==> config.mk <==
export PLATFORM = sky130hd
export DESIGN_NAME = gate_sensor_decoder_flat
export DESIGN_NICKNAME = d
export VERILOG_FILES = /design/src/rtl/gate_sensor_decoder_if.sv /design/src/rtl/gate_sensor_decoder.sv /design/src/flat_wrapper.sv
export SDC_FILE = /design/constraint.sdc
export NUM_CORES = 1
export LEC_CHECK = 0
export CORE_ASPECT_RATIO = 1.1
export CORE_MARGIN = 4
export CORE_UTILIZATION = 50
export CTS_BUF_LIST = sky130_fd_sc_hd__clkbuf_4 sky130_fd_sc_hd__clkbuf_8
export CTS_CLUSTER_DIAMETER = 50
export DETAILED_ROUTE_END_ITERATION = 10
export PLACE_DENSITY = 0.71
export RECOVER_POWER = 100
export SYNTH_ARGS = -nofsm -noshare
export SYNTH_HDL_FRONTEND = slang
export SYNTH_SLANG_ARGS = --single-unit
==> constraint.sdc <==
create_clock -name clk -period 2.6 [get_ports clk]
set_input_delay 0.52 -clock clk [delete_from_list [all_inputs] [get_ports clk]]
set_output_delay 0.52 -clock clk [all_outputs]
set_load 0.02 [all_outputs]
==> src/rtl/gate_sensor_decoder_if.sv <==
// -----------------------------------------------------------------------------
// gate_sensor_decoder_if
// Groups the parking-gate sensor inputs, the occupancy count fed back from the
// counter, and the decoder's strobe/status outputs into one bundle.
//
// Signals:
//   sens_a     street-side beam, 1 = blocked (asynchronous to clk)
//   sens_b     lot-side beam, 1 = blocked (asynchronous to clk)
//   count      current occupancy from the counter
//   count_up   one-cycle strobe, vehicle entered
//   count_down one-cycle strobe, vehicle exited
//   gate_open  entry barrier raise request
//   lot_full   registered, count >= CAPACITY
//   seq_error  one-cycle strobe, refused/illegal/aborted sequence
//
// Modports:
//   master  drives the sensors and count, observes the decoder outputs
//   slave   the decoder itself
// -----------------------------------------------------------------------------
interface gate_sensor_decoder_if;
    logic       sens_a;
    logic       sens_b;
    logic [3:0] count;
    logic       count_up;
    logic       count_down;
    logic       gate_open;
    logic       lot_full;
    logic       seq_error;

    modport master (
        output sens_a, sens_b, count,
        input  count_up, count_down, gate_open, lot_full, seq_error
    );

    modport slave (
        input  sens_a, sens_b, count,
        output count_up, count_down, gate_open, lot_full, seq_error
    );
endinterface

==> src/rtl/gate_sensor_decoder.sv <==
// -----------------------------------------------------------------------------
// gate_sensor_decoder
// Decodes the two beam sensors of a parking gate into count_up / count_down
// strobes for the occupancy counter. Sensor A is street side, B is lot side:
// entry is A, AB, B, clear; exit is B, BA, A, clear.
//
// Each sensor goes through a 2-flop synchronizer and a debounce counter. The
// sequence FSM runs on the debounced pair {a_d, b_d}; all outputs are
// registered.
//
// Ports:
//   clk    system clock, rising edge
//   rst_n  asynchronous active-low reset
//   bus    gate_sensor_decoder_if.slave (sensors, count in; strobes out)
//
// Parameters:
//   DEBOUNCE_CYCLES  consecutive equal samples needed to accept a level (>= 1)
//   CAPACITY         lot capacity, entry refused when count >= CAPACITY (1..15)
//   TIMEOUT_CYCLES   cycles a non-idle state may persist (timeout build only)
//
// Build option:
//   GATE_SENSOR_TIMEOUT_EN  when defined, a state that persists for
//                           TIMEOUT_CYCLES aborts to WAIT_CLR with seq_error.
//                           When undefined the FSM waits indefinitely.
// -----------------------------------------------------------------------------
module gate_sensor_decoder #(
    parameter int DEBOUNCE_CYCLES = 4,
    parameter int CAPACITY        = 9,
    parameter int TIMEOUT_CYCLES  = 1000
) (
    input  logic                   clk,
    input  logic                   rst_n,
    gate_sensor_decoder_if.slave   bus
);

    localparam int         DB_W = $clog2(DEBOUNCE_CYCLES + 1);
    localparam logic [3:0] CAP  = 4'(CAPACITY);

    typedef enum logic [2:0] {
        ST_IDLE,
        ST_EN_A,
        ST_EN_AB,
        ST_EN_B,
        ST_EX_B,
        ST_EX_BA,
        ST_EX_A,
        ST_WAIT_CLR
    } state_t;

    // Bit 1 = sensor A, bit 0 = sensor B.
    logic [1:0] w_raw;
    logic [1:0] w_ab;

    assign w_raw = {bus.sens_a, bus.sens_b};

    // -------------------------------------------------------------------------
    // Input conditioning: synchronizer + debounce, one copy per sensor.
    // The debounced level moves only after DEBOUNCE_CYCLES consecutive
    // synchronized samples that all differ from it; any sample matching the
    // current level restarts the count.
    // -------------------------------------------------------------------------
    for (genvar g = 0; g < 2; g++) begin : g_cond
        logic            r_meta;
        logic            r_sync;
        logic            r_lvl;
        logic [DB_W-1:0] r_cnt;

        // NOTE: sequential state uses non-blocking (<=) so every flop samples
        // the pre-edge value of its neighbours, as real flops do.
        always_ff @(posedge clk or negedge rst_n) begin
            if (!rst_n) begin
                r_meta <= 1'b0;
                r_sync <= 1'b0;
                r_lvl  <= 1'b0;
                r_cnt  <= '0;
            end else begin
                r_meta <= w_raw[g];
                r_sync <= r_meta;
                if (r_sync == r_lvl) begin
                    r_cnt <= '0;
                end else if (r_cnt == DB_W'(DEBOUNCE_CYCLES - 1)) begin
                    r_lvl <= r_sync;
                    r_cnt <= '0;
                end else begin
                    r_cnt <= r_cnt + 1'b1;
                end
            end
        end

        assign w_ab[g] = r_lvl;
    end

    // -------------------------------------------------------------------------
    // Sequence FSM and registered outputs
    // -------------------------------------------------------------------------
    state_t r_state;
    logic   r_count_up;
    logic   r_count_down;
    logic   r_gate_open;
    logic   r_lot_full;
    logic   r_seq_error;

`ifdef GATE_SENSOR_TIMEOUT_EN
    localparam int TO_W = $clog2(TIMEOUT_CYCLES + 1);

    logic            w_hold;
    logic            w_timeout;
    logic [TO_W-1:0] r_timer;

    // w_hold: the current debounced input keeps the FSM in its present state.
    // NOTE: every always_comb output gets a default first so no path can
    // leave it unassigned and infer a latch.
    always_comb begin
        w_hold = 1'b0;
        case (r_state)
            ST_IDLE:     w_hold = (w_ab == 2'b00);
            ST_EN_A:     w_hold = (w_ab == 2'b10);
            ST_EN_AB:    w_hold = (w_ab == 2'b11);
            ST_EN_B:     w_hold = (w_ab == 2'b01);
            ST_EX_B:     w_hold = (w_ab == 2'b01);
            ST_EX_BA:    w_hold = (w_ab == 2'b11);
            ST_EX_A:     w_hold = (w_ab == 2'b10);
            ST_WAIT_CLR: w_hold = (w_ab != 2'b00);
            default:     w_hold = 1'b0;
        endcase
    end

    assign w_timeout = (r_state != ST_IDLE) && w_hold &&
                       (r_timer == TO_W'(TIMEOUT_CYCLES - 1));

    // Counts cycles spent in the present non-idle state.
    always_ff @(posedge clk or negedge rst_n) begin
        if (!rst_n) begin
            r_timer <= '0;
        end else if (r_state == ST_IDLE || !w_hold || w_timeout) begin
            r_timer <= '0;
        end else begin
            r_timer <= r_timer + 1'b1;
        end
    end
`endif

    always_ff @(posedge clk or negedge rst_n) begin
        if (!rst_n) begin
            r_state      <= ST_IDLE;
            r_count_up   <= 1'b0;
            r_count_down <= 1'b0;
            r_gate_open  <= 1'b0;
            r_lot_full   <= 1'b0;
            r_seq_error  <= 1'b0;
        end else begin
            r_count_up   <= 1'b0;
            r_count_down <= 1'b0;
            r_seq_error  <= 1'b0;
            r_lot_full   <= (bus.count >= CAP);

            // r_gate_open holds the decision latched at IDLE->EN_A while the
            // FSM stays within the entry states, and drops on any other exit.
            case (r_state)
                ST_IDLE: begin
                    case (w_ab)
                        2'b10: begin
                            r_state     <= ST_EN_A;
                            r_gate_open <= ~r_lot_full;
                        end
                        2'b01: r_state <= ST_EX_B;
                        2'b11: begin
                            r_state     <= ST_WAIT_CLR;
                            r_seq_error <= 1'b1;
                        end
                        default: ;
                    endcase
                end
                ST_EN_A: begin
                    case (w_ab)
                        2'b11: r_state <= ST_EN_AB;
                        2'b00: begin
                            r_state     <= ST_IDLE;
                            r_gate_open <= 1'b0;
                        end
                        2'b01: begin
                            r_state     <= ST_WAIT_CLR;
                            r_gate_open <= 1'b0;
                            r_seq_error <= 1'b1;
                        end
                        default: ;
                    endcase
                end
                ST_EN_AB: begin
                    case (w_ab)
                        2'b01: r_state <= ST_EN_B;
                        2'b10: r_state <= ST_EN_A;
                        2'b00: begin
                            r_state     <= ST_IDLE;
                            r_gate_open <= 1'b0;
                            r_seq_error <= 1'b1;
                        end
                        default: ;
                    endcase
                end
                ST_EN_B: begin
                    case (w_ab)
                        2'b00: begin
                            r_state     <= ST_IDLE;
                            r_gate_open <= 1'b0;
                            if (bus.count < CAP) r_count_up  <= 1'b1;
                            else                 r_seq_error <= 1'b1;
                        end
                        2'b11: r_state <= ST_EN_AB;
                        2'b10: begin
                            r_state     <= ST_WAIT_CLR;
                            r_gate_open <= 1'b0;
                            r_seq_error <= 1'b1;
                        end
                        default: ;
                    endcase
                end
                ST_EX_B: begin
                    case (w_ab)
                        2'b11: r_state <= ST_EX_BA;
                        2'b00: r_state <= ST_IDLE;
                        2'b10: begin
                            r_state     <= ST_WAIT_CLR;
                            r_seq_error <= 1'b1;
                        end
                        default: ;
                    endcase
                end
                ST_EX_BA: begin
                    case (w_ab)
                        2'b10: r_state <= ST_EX_A;
                        2'b01: r_state <= ST_EX_B;
                        2'b00: begin
                            r_state     <= ST_IDLE;
                            r_seq_error <= 1'b1;
                        end
                        default: ;
                    endcase
                end
                ST_EX_A: begin
                    case (w_ab)
                        2'b00: begin
                            r_state <= ST_IDLE;
                            if (bus.count != 4'd0) r_count_down <= 1'b1;
                            else                   r_seq_error  <= 1'b1;
                        end
                        2'b11: r_state <= ST_EX_BA;
                        2'b01: begin
                            r_state     <= ST_WAIT_CLR;
                            r_seq_error <= 1'b1;
                        end
                        default: ;
                    endcase
                end
                ST_WAIT_CLR: begin
                    if (w_ab == 2'b00) r_state <= ST_IDLE;
                end
                default: begin
                    r_state     <= ST_IDLE;
                    r_gate_open <= 1'b0;
                end
            endcase

`ifdef GATE_SENSOR_TIMEOUT_EN
            // Abort overrides the case above; it only fires when the inputs
            // would otherwise hold the state, so no completion is lost.
            if (w_timeout) begin
                r_state      <= (w_ab == 2'b00) ? ST_IDLE : ST_WAIT_CLR;
                r_gate_open  <= 1'b0;
                r_count_up   <= 1'b0;
                r_count_down <= 1'b0;
                r_seq_error  <= 1'b1;
            end
`endif
        end
    end

    assign bus.count_up   = r_count_up;
    assign bus.count_down = r_count_down;
    assign bus.gate_open  = r_gate_open;
    assign bus.lot_full   = r_lot_full;
    assign bus.seq_error  = r_seq_error;

endmodule

==> src/flat_wrapper.sv <==
// flat-port wrapper written by rule: the top's interface ports become plain ports
module gate_sensor_decoder_flat 
#(
    parameter int DEBOUNCE_CYCLES = 4,
    parameter int CAPACITY        = 9,
    parameter int TIMEOUT_CYCLES  = 1000
)
  (clk, rst_n, bus_sens_a, bus_sens_b, bus_count, bus_count_up, bus_count_down, bus_gate_open, bus_lot_full, bus_seq_error);
  gate_sensor_decoder_if bus_i ();
  input  logic clk;
  input  logic rst_n;
  input wire logic [$bits(bus_i.sens_a)-1:0] bus_sens_a;
  input wire logic [$bits(bus_i.sens_b)-1:0] bus_sens_b;
  input wire logic [$bits(bus_i.count)-1:0] bus_count;
  output wire logic [$bits(bus_i.count_up)-1:0] bus_count_up;
  output wire logic [$bits(bus_i.count_down)-1:0] bus_count_down;
  output wire logic [$bits(bus_i.gate_open)-1:0] bus_gate_open;
  output wire logic [$bits(bus_i.lot_full)-1:0] bus_lot_full;
  output wire logic [$bits(bus_i.seq_error)-1:0] bus_seq_error;
  assign bus_i.sens_a = bus_sens_a;
  assign bus_i.sens_b = bus_sens_b;
  assign bus_i.count = bus_count;
  assign bus_count_up = bus_i.count_up;
  assign bus_count_down = bus_i.count_down;
  assign bus_gate_open = bus_i.gate_open;
  assign bus_lot_full = bus_i.lot_full;
  assign bus_seq_error = bus_i.seq_error;
  gate_sensor_decoder #(.DEBOUNCE_CYCLES(DEBOUNCE_CYCLES), .CAPACITY(CAPACITY), .TIMEOUT_CYCLES(TIMEOUT_CYCLES)) u_core (.clk(clk), .rst_n(rst_n), .bus(bus_i));
endmodule
# Word-level counts from Yosys, hierarchy flattened
# Cells that the tools add are included.
[totals]
regBits = 20
input_bits = 8
out_inout_bits = 5
word_cells = 91
[classes]
add_sub_neg = 2
n_lt_le_gt_ge = 2
eq_ne = 26
mux = 33
n_bitwise = 3
n_reduce_logical = 11
[op_table]
columns = ["operator", "n"]
rows = [
  ["3-bit one-hot mux with 3 select lines", 7],
  ["3-bit one-hot mux with 8 select lines", 1],
  ["4-bit by 1-bit != test with 1-bit output (second input constant)", 5],
  ["1-bit 2-to-1 mux", 16],
  ["3-bit 2-to-1 mux", 5],
  ["3-bit by 2-bit equality test with 1-bit output (second input constant)", 4],
  ["3-bit equality test (second input constant)", 4],
  ["8-bit AND reduction", 1],
  ["4-bit nonzero test", 2],
  ["3-bit by 1-bit adder with 3-bit output (second input constant)", 2],
  ["2-bit by 1-bit != test with 1-bit output (second input constant)", 3],
  ["1-bit one-hot mux with 6 select lines", 1],
  ["2-bit OR reduction", 3],
  ["5-bit AND reduction", 1],
  ["2-bit equality test (second input constant)", 2],
  ["4-bit >= comparator (second input constant)", 1],
  ["4-bit less-than comparator (second input constant)", 1],
  ["2-bit != test (second input constant)", 2],
  ["4-bit by 2-bit != test with 1-bit output (second input constant)", 1],
  ["4-bit by 3-bit != test with 1-bit output (second input constant)", 1],
  ["1-bit one-hot mux with 2 select lines", 2],
  ["1-bit one-hot mux with 4 select lines", 1],
  ["2-bit AND reduction", 2],
  ["3-bit by 1-bit equality test with 1-bit output (second input constant)", 1],
  ["other kinds (5)", 8],
]

# Longest topological paths before layout
[depth]
depth_word = 4
ltp_mapped = 8
mapped_depth_nobuf = 7

# Worst setup path after synthesis
# OpenSTA, ideal clock, no wires.
[synth_timing]
kind = "reg-to-reg"
from = "register u_core.g_cond[1].r_lvl"
to = "register u_core.r_state[0]"
setup_ps = 82
t_arrival_ps = 1655
t_required_ps = 2518
slack_ps = 863
stages_incl_launch_ff = 8
path_buffers = 0
synth_period_minus_slack_ps = 1737
path_cell_list = "dfrtp_1 > inv_1 > ha_1 > and4bb_2 > a211oi_1 > o221ai_2 > mux2i_1 > a31oi_1"
[synth_via]
elab_chain_len = 3
elab_cells_between_ends = 20
classes_between = "eq/ne (11); mux (7); reduce/logical (2)"
[synth_rtl]
columns = ["element", "line_no", "text"]
rows = [
  ["start: declaration", "gate_sensor_decoder.sv:65", "logic r_lvl;"],
  ["start signal: assignment", "gate_sensor_decoder.sv:82", "r_lvl <= r_sync;"],
  ["2-bit by 1-bit equality test with 1-bit output (tied with other cells)", "--", ""],
  ["3-bit one-hot mux with 3 select lines (tied with other cells)", "gate_sensor_decoder.sv:241", "case (w_ab)"],
  ["3-bit one-hot mux with 8 select lines / 8-bit AND reduction (equally long branches)", "--", ""],
  ["end signal: assignment", "gate_sensor_decoder.sv:176", "2'b11: r_state <= ST_EN_AB;"],
  ["end signal: assignment", "gate_sensor_decoder.sv:191", "2'b01: r_state <= ST_EN_B;"],
  ["end signal: assignment", "gate_sensor_decoder.sv:231", "2'b10: r_state <= ST_EX_A;"],
  ["end: declaration", "gate_sensor_decoder.sv:96", "state_t r_state;"],
]
# Several ways; a longest one is shown, not always the timed one. The select of a mux whose other input is x is not followed.
# A chain may end at the register's enable or synchronous reset.

# Final worst setup path
# Same ends and word-level chain as after synthesis.

==> impl_metrics.csv <==
group,metric,value,unit
critical_path,rrSetupSlack,0.51,ns
timing,tightest_slew,1.02,ns
power_and_ir_drop,power_density,1130,mW/mm^2
power_and_ir_drop,peakVddDrop,0.668,mV
timing,fin_skew,0.00316,ns
synthesis,synth_area_leaders,"dfrtp_1 41%, ha_1 8.2%, buf_6 3.7%, a21oi_1 3.3%, o21ai_0 2.9%",
floorplanning,die_w,55.1,um
global_route,grt_max_degree,24,
critical_path,reg2reg_depth,7,
synthesis,syn-num-nets,136,
power_and_ir_drop,switching_share,43.5,%
synthesis,syn_area,0.00122,mm^2
critical_path,endpoint,"u_core.r_state[0]",
routing,wirelength,2150,um
layout,final_cells,160,
global_route,grt_util_all_layers,16.6,%
critical_path,crit_type,"reg2reg",
min_path,hold_path.class,"reg2reg",
synthesis,synth_edf_count,0,
critical_path,crit_slowest_cell,"dfrtp_1",
critical_path,cp_max_fo,10,
power_and_ir_drop,p_sw,664,uW
floorplanning,core.rowCount,18,
critical_path,cp-start-kind,"flop",
global_route,antenna_found_initial,0,
timing,fin_tns_setup,0,ns
clock_tree,cts_buffer_depth,2,
clock_tree,worst_skew_pair.late_latency,0.30,ns
critical_path,cp_cell_sequence,"inv_1 -> ha_1 -> nor4bb_1 -> o31ai_1 -> o221ai_1 -> mux2i_1 -> a31oi_1",
place,pre_cts_ws,0.603,ns
timing,fmax,479,MHz
clock_tree,hold_buffers,0,
timing,setup_viol_count_final,0,
place,dp_cells,156,
synthesis,yosysWarnings,0,
layout,layout-drive-gt1-share,9.23,%
timing,hold_viol,0,
global_route,grt_pass1_wl,3900,um
clock_tree,clockRootBuffer,"clkbuf_4",
clock_tree,clock-sinks,20,
routing,wl_per_cell,13.4,um
clock_tree,cts_tree,"built",
critical_path,r2r_end,"u_core.r_state[0]",
routing,antenna_left,0,
power_and_ir_drop,pwr-share-seq,36.7,%
layout,diodes,0,
flow_run,drv_cap,0,
timing,rsz0062_at_grt,"no",
min_path,min-delay-start,"u_core.g_cond[1].r_meta",
critical_path,startpoint,"u_core.g_cond[1].r_lvl",
floorplanning,start_util,53.1,%
clock_tree,cts_buffers,3,
timing,fin_crit_sh,80.3,%
critical_path,crit-reg2reg-launch,"u_core.g_cond[1].r_lvl",
routing,first_iter_violations,9,
synthesis,synth_ff_type,"dfrtp_1",
clock_tree,postCtsResizedCells,0,
timing,period_minus_slack,2.09,ns
clock_tree,htree_num_levels,1,
layout,syn2layout_area_growth,10.4,%
critical_path,endpoint_kind,"flop",
floorplanning,fp.dieH,59.8,um
synthesis,synth_top_area_share,41.0,%
power_and_ir_drop,power,1520,uW
timing,worst_slack,0.512,ns
floorplanning,coreArea,0.00230,mm^2
floorplanning,ioPinCount,13,
synthesis,yosysSeqAreaShare,41.0,%
power_and_ir_drop,combPwrFrac,51.7,%
synthesis,synth.avg_cell_area,10.2,um^2
synthesis,synth_seq_cells,20,
critical_path,max_stage_delay,0.46,ns
synthesis,synth_top_cell_by_area,"dfrtp_1",
layout,fin_nets,147,
global_route,grt_pass1_vias,903,
synthesis,synthCells,120,
routing,dr_total_vias,898,
synthesis,synth.distinct_cells,46,
power_and_ir_drop,p_int,861,uW
power_and_ir_drop,power_leakage,0.000596,uW
synthesis,async_reset_ff_share,100,%
clock_tree,post_cts_buffers,0,
global_route,overflow,0,
critical_path,cp_data_required_time,2.83,ns
place,port_buffers,12,
floorplanning,fp.dieArea,0.00329,mm^2
place,dpl.hpwl,1600,um
routing,drt_first_pass_iters,3,
routing,route.detailed.drc,0,
clock_tree,clkTransAtPathRegs,0.10,ns
timing,slew_headroom,32.3,%
routing,viasPerCell,5.61,
critical_path,arrival,2.32,ns
place,gp_congestion,0.816,
power_and_ir_drop,pwr-share-clk,11.6,%
status,status,"completed",
timing,finalMaxSlewViolations,0,
==> state kept, by name, indices dropped and copies added, names as in the netlist <==
name                   flops
u_core.g_cond.r_cnt        6
u_core.r_state             3
u_core.g_cond.r_lvl        2
u_core.g_cond.r_meta       2
u_core.g_cond.r_sync       2
u_core.bus.count_down      1
u_core.bus.count_up        1
u_core.bus.gate_open       1
u_core.bus.lot_full        1
u_core.bus.seq_error       1
==> layout make-up <==
class                   count  area, um^2
fillers                   209         951
multi-input cells          89         633
well taps                  30        37.5
repair buffers             13         124
inverters                   4        15.0
flip-flops and latches     20         500
clock buffers               4        36.3
==> cells in the mapped netlist (2+ instances only) <==
| library cell | instances |
|---|---|
| a21oi_1 | 8 |
| nand2b_1 | 4 |
| nor3b_1 | 2 |
| inv_1 | 3 |
| o21ai_0 | 7 |
| buf_2 | 3 |
| nand2_1 | 9 |
| xnor2_1 | 2 |
| buf_6 | 4 |
| mux2i_1 | 2 |
| ha_1 | 8 |
| dfrtp_1 | 20 |
| nor2b_1 | 5 |
| nor2_1 | 8 |
| o21ai_1 | 2 |
| and3_1 | 2 |
| nor3_1 | 2 |
==> cell usage in the layout (no fill, tap or decap), types with 2 or more instances in the layout <==
master           Yosys  layout
nand2_1              9       9
nor2_1               8       8
nand2b_1             4       4
clkdlybuf4s50_1      0       3
inv_1                3       3
clkbuf_4             0       3
a21oi_1              8       8
dlygate4sd3_1        0       9
o21ai_0              7       7
nor3b_1              2       2
nor3_1               2       2
and3_1               2       2
nor2b_1              5       5
o21ai_1              2       2
mux2i_1              2       2
xnor2_1              2       2
dfrtp_1             20      20
ha_1                 8       8
o221ai_1             1       2
==> stage by stage <==
stage               util (%)  hold slack, ns  instance area [um^2]
global placement        57.7           0.342                  1330
finish                  58.6           0.363                  1350
CTS                     59.3           0.371                  1360
detailed placement      57.7           0.345                  1330
floorplan                  -           0.224                  1220
global route            58.6           0.376                  1350
==> cells by family (layout without fill, tap and decap cells) <==
family	Yosys count	in the layout	synth area share [%]
fa+ha+maj	8	8	8.21
xor+xnor	3	3	2.15
compound gates	32	32	18.4
simple gates	43	43	21.5
flops	20	20	41.0
buf+inv	11	21	6.15
mux	3	3	2.56
==> worst min-delay path by stage <==
stage / end / slack (ns) / cells after the start
after CTS: u_core.g_cond[1].r_sync / 0.37 / 0
final: u_core.g_cond[1].r_sync / 0.36 / 0
after detailed placement: u_core.g_cond[0].r_sync / 0.34 / 0
after global placement: u_core.g_cond[1].r_sync / 0.34 / 0
after global routing: u_core.g_cond[1].r_sync / 0.38 / 0
after floorplan: u_core.bus.count_down / 0.22 / 0
==> critical path: cells and delay by family (launching register included) <==
family / cells / cell delay [ns]
AO/OA/AOI/OAI: 3 / 0.77
adder cells (fa/ha/maj): 1 / 0.37
buffers and inverters: 1 / 0.13
flip-flops: 1 / 0.46
multiplexers: 1 / 0.18
AND/OR/NAND/NOR: 1 / 0.11
==> routing by layer <==
metal | track usage [%] | routed length [um] | up-vias
li1 | - | - | 454
met1 | 21.4 | 1020 | 428
met4 | 8.68 | 68 | 0
met3 | 2.99 | 45 | 7
met2 | 26.0 | 1020 | 9
met5 | 0 | 0 | -
==> power by group through the flow <==
stage | combinational (uW) | sequential, uW | clock [uW]
floorplan | 784 | 472 | 0
global route | 903 | 581 | 198
finish | 788 | 560 | 177
global placement | 808 | 560 | 0
detailed placement | 825 | 567 | 0
CTS | 828 | 559 | 184
(Power assumes the default switching activity.)
